`config.mk`:
```
export PLATFORM = sky130hd
export DESIGN_NAME = hit_input_conditioner
export DESIGN_NICKNAME = d
export VERILOG_FILES = /design/src/rtl/hit_pkg.sv /design/src/rtl/debounce_channel.sv /design/src/rtl/hit_input_conditioner.sv
export SDC_FILE = /design/constraint.sdc
export NUM_CORES = 1
export LEC_CHECK = 0
export CORE_MARGIN = 1
export CORE_UTILIZATION = 55
export DETAILED_ROUTE_END_ITERATION = 8
export HOLD_SLACK_MARGIN = 0.02
export PLACE_DENSITY = 0.75
export RECOVER_POWER = 25
export SLEW_MARGIN = 20
export SYNTH_ARGS = -nofsm -noshare
export SYNTH_HDL_FRONTEND = slang
export SYNTH_HIERARCHICAL = 1
export SYNTH_SLANG_ARGS = --single-unit
```
`constraint.sdc`:
```
create_clock -name clock -period 3.15 [get_ports clock]
set_input_delay 0.7875 -clock clock [delete_from_list [all_inputs] [get_ports clock]]
set_output_delay 0.7875 -clock clock [all_outputs]
set_load 0.005 [all_outputs]
```
`src/rtl/hit_pkg.sv`:
```
// Constants shared by the hit input conditioner and the score counter.
// Also holds the priority helper that picks the reported hit channel.
package hit_pkg;

  localparam int NUM_HIT_CH              = 3;
  localparam int HIT_ID_W                = 2;
  localparam int DEFAULT_DEBOUNCE_CYCLES = 50000;
  localparam int DEFAULT_LOCKOUT_CYCLES  = 2000000;
  localparam int DEFAULT_CNT_W           = 32;

  // Index of the lowest-numbered set bit; 0 when no bit is set.
  function automatic logic [HIT_ID_W-1:0] lowest_hit(input logic [NUM_HIT_CH-1:0] pulses);
    logic [HIT_ID_W-1:0] id;
    id = '0;
    for (int i = NUM_HIT_CH - 1; i >= 0; i--) begin
      if (pulses[i]) id = HIT_ID_W'(i);
    end
    return id;
  endfunction

endpackage

```
`src/rtl/debounce_channel.sv`:
```
// One sensor channel: two-flop synchroniser, stable-count debouncer and a
// delayed copy of the debounced level for rising-edge detection.
module debounce_channel #(
  parameter int DEBOUNCE_CYCLES = 50000,
  parameter int CNT_W           = 32
) (
  input  logic clock,
  input  logic reset,
  input  logic raw,
  output logic level,
  output logic rise
);

  localparam logic [CNT_W-1:0] DB_LAST = CNT_W'(DEBOUNCE_CYCLES - 1);

  logic             sync_meta;
  logic             s;
  logic             level_d;
  logic [CNT_W-1:0] cnt;

  always_ff @(posedge clock or negedge reset) begin
    if (!reset) begin
      sync_meta <= 1'b0;
      s         <= 1'b0;
      level     <= 1'b0;
      level_d   <= 1'b0;
      cnt       <= '0;
    end else begin
      sync_meta <= raw;
      s         <= sync_meta;
      level_d   <= level;
      // The count only survives while the synchronised sample keeps
      // disagreeing with the accepted level; the >= guard keeps it from wrapping.
      if (s == level) begin
        cnt <= '0;
      end else if (cnt >= DB_LAST) begin
        level <= s;
        cnt   <= '0;
      end else begin
        cnt <= cnt + CNT_W'(1);
      end
    end
  end

  assign rise = level & ~level_d;

endmodule

```
`src/rtl/hit_input_conditioner.sv`:
```
// Conditions three raw hit sensors into clean single-cycle hit strobes,
// with a global lockout so one physical strike is never scored twice.
module hit_input_conditioner
  import hit_pkg::*;
#(
  parameter int DEBOUNCE_CYCLES = DEFAULT_DEBOUNCE_CYCLES,
  parameter int LOCKOUT_CYCLES  = DEFAULT_LOCKOUT_CYCLES,
  parameter int CNT_W           = DEFAULT_CNT_W
) (
  input  logic                  clock,
  input  logic                  reset,
  input  logic                  enA,
  input  logic                  in0,
  input  logic                  in1,
  input  logic                  in2,
  output logic [NUM_HIT_CH-1:0] hit_level,
  output logic [NUM_HIT_CH-1:0] hit_pulse,
  output logic                  hit_any,
  output logic [HIT_ID_W-1:0]   hit_id,
  output logic                  lockout
);

  localparam longint CNT_MAX = (CNT_W >= 63) ? 64'h7FFF_FFFF_FFFF_FFFF
                                             : longint'((64'd1 << CNT_W) - 64'd1);

  generate
    if (CNT_W < 1 || DEBOUNCE_CYCLES < 1 || LOCKOUT_CYCLES < 0 ||
        longint'(DEBOUNCE_CYCLES) > CNT_MAX || longint'(LOCKOUT_CYCLES) > CNT_MAX) begin : g_bad_params
      $error("hit_input_conditioner: DEBOUNCE_CYCLES/LOCKOUT_CYCLES out of range for CNT_W");
    end
  endgenerate

  localparam logic [CNT_W-1:0] LOCK_LOAD = CNT_W'(LOCKOUT_CYCLES);
  localparam logic             LOCK_EN   = (LOCKOUT_CYCLES != 0);

  logic [NUM_HIT_CH-1:0] raw;
  logic [NUM_HIT_CH-1:0] level;
  logic [NUM_HIT_CH-1:0] rise;

  assign raw = {in2, in1, in0};

  for (genvar i = 0; i < NUM_HIT_CH; i++) begin : g_ch
    debounce_channel #(
      .DEBOUNCE_CYCLES(DEBOUNCE_CYCLES),
      .CNT_W          (CNT_W)
    ) u_ch (
      .clock(clock),
      .reset(reset),
      .raw  (raw[i]),
      .level(level[i]),
      .rise (rise[i])
    );
  end

  assign hit_level = level;

  logic [CNT_W-1:0]      lock_cnt;
  logic [CNT_W-1:0]      lock_cnt_next;
  logic                  lockout_active;
  logic [NUM_HIT_CH-1:0] pulse_next;

  // The window covers pulse cycles P+1..P+LOCKOUT_CYCLES: a rise seen in the
  // strobe cycle itself is blocked, and the final count value (1) no longer
  // blocks, because the pulse it would make lands just outside the window.
  always_comb begin
    lockout_active = (LOCK_EN && hit_any) || (lock_cnt > CNT_W'(1));
    pulse_next     = rise & {NUM_HIT_CH{enA}} & ~{NUM_HIT_CH{lockout_active}};
    lock_cnt_next  = lock_cnt;
    if (LOCK_EN && hit_any) begin
      lock_cnt_next = LOCK_LOAD;
    end else if (lock_cnt != '0) begin
      lock_cnt_next = lock_cnt - CNT_W'(1);
    end
  end

  always_ff @(posedge clock or negedge reset) begin
    if (!reset) begin
      hit_pulse <= '0;
      hit_any   <= 1'b0;
      hit_id    <= '0;
      lock_cnt  <= '0;
      lockout   <= 1'b0;
    end else begin
      hit_pulse <= pulse_next;
      hit_any   <= |pulse_next;
      hit_id    <= lowest_hit(pulse_next);
      lock_cnt  <= lock_cnt_next;
      lockout   <= (lock_cnt_next != '0);
    end
  end

endmodule

```
==> out/metrics.yaml, run 1 <==
cell_family_with_the_largest_share_of_critical_path_delay: "simple AND/OR/NAND/NOR gates"
clk_pin_slew_ns: 0.06
grt_max_degree: 58
clock_tree.root_cell: "clkbuf_16"
count_of_buffers_inserted_at_the_top_level_ports: 15
critical_path.max_fanout: 6
synth_top_flop_cell: "dfrtp_1"
rr_startpoint: "lock_cnt[0]"
setup.worst_path.start_class: "flop"
synth_edf_count: 0
ys_seq_area_share_pct: 57.94
dpl_worst_slack_ns: 0.02562
first_global_vias: 4342
finalHoldViolations: 0
drt_first_iter_violations: 192
synth_warnings: 6
cts_sinks: 147
cts.path.max_buffers: 2
dpl_cell_area_um2: 6927
min-delay-path-class: "reg -> reg"
max_cap_violations: 0
power.static_leakage_uw: 0.003007
post_drt_via_cell_ratio: 5.332
critPathKind: "reg -> reg"
areaGrowthSynthToFinish_pct: 18.62
timing_worst_slew_pin_value_ns: 1.401
dr_wl_met2_um: 5996
finalCritPeriodShare_pct: 99.43
slowest_stage: "or4b_1"
number_of_clock_buffers_inserted_by_tritoncts: 17
max-vdd-ir-drop_v: 0.0004527
fraction_of_final_layout_cells_sized_beyond_drive_strength_1_pct: 17.88
final_period_minus_worst_setup_slack_ns: 3.132
crit_path_max_incr_delay_ns: 0.48
critical_path_end_type: "flop"
grtUsageTotal_pct: 22.54
max_slew_margin_pct: 6.580
insertedDiodeCount: 0
wl_met1_um: 4921
run_status: "completed"
hold_start: "g_ch[1].u_ch/sync_meta"
timing.critical_path.arrival_ns: 3.42
timing.clock.skew_ns: 0.007671
num_rows: 38
cp.required_ns: 3.43
clock_latency_ns: 0.42
met3WireLength_um: 436
syn-cell-area_um2: 6349
timing.fmax_ghz: 0.3193
layout.nets: 641
routed_wl_um: 11630
wire_length_per_cell_um: 14.86
ys_types: 54
total_buffers_and_inverters_traversed_by_the_critical_path: 1
tritoncts: "built"
floorplan.initialDensity_pct: 57.55
async_reset_ff_share_pct: 100.0
die_width_um: 109.4
finish.instance_area_um2: 7531
die_area_um2: 11980
power-per-cell-area_nw_per_um2: 587.5
top_layer_used: "met4"
synthCells: 535
post_synthesis_sequential_element_count: 147
totalNegativeSetupSlack_ns: 0
dp_hpwl_um: 7991
antenna_violations_before_repair: 0
io_pins: 16
grt_pass1_wl_um: 20090
timing.final.setup_violations: 0
timing.final.max_slew_violations: 0
vias: 4175
setup_slack_ns: 0.01805
crit_start: "lock_cnt[0]"
h-tree-depth: 4
first_pass_iters: 4
residual_drc_count: 0
ant_nets: 0
cts_hold_buffers: 0
floorplan.die.height_um: 109.4
syn_avg_cell_area_um2: 11.87
gr-total-overflow: 0
setup_repair_after_global_routing_missed_its_margin: "yes"
path_cells: "inv_1, ha_2, nor3b_4, and4_4, a31o_4, or3_1, nor3_1, xnor2_1, or4b_1, or4_4"
place.gp.congestion: 0.9106
floorplan.core_area_um2: 11030
==> path summary, 6_finish.rpt <==
check,endpoint,slack (ns),cells past startpoint
hold reg to reg,g_ch[1].u_ch/s,0.35,0
hold / removal,g_ch[1].u_ch/s,0.35,0
setup reg to reg,lockout,0.02,10
min in group asynchronous,lock_cnt[0],0.69,1
max in group asynchronous,g_ch[2].u_ch/cnt[23],1.32,2
setup / recovery,lockout,0.02,10
==> flip-flops by register name, summed over array words and instances, names as in the netlist, 2 cells and up <==
| register | count |
|---|---|
| hit_id | 2 |
| g_ch.u_ch/level | 3 |
| lock_cnt | 32 |
| g_ch.u_ch/s | 3 |
| g_ch.u_ch/level_d | 3 |
| g_ch.u_ch/cnt | 96 |
| hit_pulse | 3 |
| g_ch.u_ch/sync_meta | 3 |
==> cell families after synthesis <==
family / synth area share (%)
mux: 0.7094
flops: 57.94
fa+ha+maj: 0.9854
other cells: 0.1774
xor+xnor: 9.105
buf+inv: 2.661
simple gates: 24.22
compound gates: 4.198
==> per-stage QoR <==
step,total power [uW],instances,hold slack [ns],util (%)
5_1_grt,4600,783,0.3571,68.27
4_1_cts,4433,780,0.3324,67.89
2_1_floorplan,2377,580,0.3312,-
3_5_place_dp,2565,748,0.3379,62.79
6_report,4424,783,0.3505,68.27
3_3_place_gp,2557,748,0.3341,62.79
==> worst reg2reg max path, cell delays in order, from the launching register on <==
cell and delay, ns:
dfrtp_1 0.43, inv_1 0.09, ha_2 0.20, nor3b_4 0.15
and4_4 0.20, a31o_4 0.24, or3_1 0.35, nor3_1 0.24
xnor2_1 0.20, or4b_1 0.48, or4_4 0.42
==> cell usage after synthesis (2+ instances only) <==
cell type | number | area share, %
conb_1 | 3 | 0.18
nor3b_1 | 2 | 0.24
nor2_1 | 59 | 3.5
or4_1 | 6 | 0.71
or3_1 | 5 | 0.49
xor2_1 | 11 | 1.5
dfrtp_1 | 147 | 58
nor4b_1 | 2 | 0.28
o211ai_1 | 4 | 0.47
mux2_2 | 4 | 0.71
clkbuf_1 | 3 | 0.18
buf_6 | 4 | 0.71
nand3_1 | 20 | 1.6
nand2b_1 | 2 | 0.20
a31oi_1 | 3 | 0.30
a21oi_1 | 5 | 0.39
and2_1 | 4 | 0.39
nor2_4 | 24 | 4.3
nor4_1 | 29 | 2.9
o31ai_1 | 3 | 0.35
nor2b_1 | 4 | 0.39
inv_1 | 14 | 0.83
a211oi_1 | 5 | 0.59
nor2_2 | 6 | 0.59
nand3b_1 | 5 | 0.59
xnor2_1 | 55 | 7.6
nor4_2 | 6 | 1.2
nor3_1 | 29 | 2.3
nand4_1 | 16 | 1.6
or4_4 | 2 | 0.35
nand2_1 | 24 | 1.4
ha_1 | 5 | 0.99
buf_12 | 3 | 0.95
==> metal layers <==
| layer | up-vias | GRT usage [%] |
|---|---|---|
| met4 | 0 | 10.67 |
| met2 | 68 | 37.65 |
| met1 | 2057 | 27.68 |
| met3 | 28 | 5.394 |
| li1 | 2022 | - |
| met5 | - | 0 |
==> timing repair <==
action | in CTS | in global routing
gates resized for setup | 0 | 4
setup buffers | 0 | 3
endpoints found under the setup margin | 0 | 1
hold endpoints to repair | 0 | 0
==> layout make-up <==
class                   count  area [um^2]
multi-input cells         409         2710
flip-flops and latches    147         3679
fillers                   827         3500
well taps                 140        175.2
repair buffers             41        352.8
clock inverters            14        122.6
inverters                  14        52.55
clock buffers              18        439.2
==> cell usage in the layout (no fill, tap or decap), types with 6 or more instances in the layout <==
cell | synthesis | final
nor3_1 | 29 | 28
nand3_1 | 20 | 20
xnor2_1 | 55 | 55
nand4_1 | 16 | 16
conb_1 | 3 | 48
nor4_1 | 29 | 29
xor2_1 | 11 | 11
nand2_1 | 24 | 24
buf_4 | 0 | 25
nor2_4 | 24 | 24
clkbuf_16 | 0 | 17
nor2_2 | 6 | 6
inv_1 | 14 | 14
clkdlybuf4s50_1 | 0 | 11
nor2_1 | 59 | 59
dfrtp_1 | 147 | 147
==> power breakdown <==
part | switching, uW | total, uW | internal, uW | leakage [uW]
sequential | 109 | 2120 | 2010 | 0.00187
combinational | 246 | 444 | 198 | 0.000875
clock | 810 | 1860 | 1050 | 0.000266
total | 1170 | 4420 | 3260 | 0.00301
No activity file was read; power rests on OpenSTA's default activity.
==> inputs of run 2 (changes only) <==
--- a/config.mk
+++ b/config.mk
@@ -5,6 +5,7 @@
 export SDC_FILE = /design/constraint.sdc
 export NUM_CORES = 1
 export LEC_CHECK = 0
+export ABC_CLOCK_PERIOD_IN_PS = 3150
 export CORE_MARGIN = 1
 export CORE_UTILIZATION = 55
 export DETAILED_ROUTE_END_ITERATION = 8
==> results of run 2 <==
No change in the layout: final DEF, timing and power equal those of run 1.
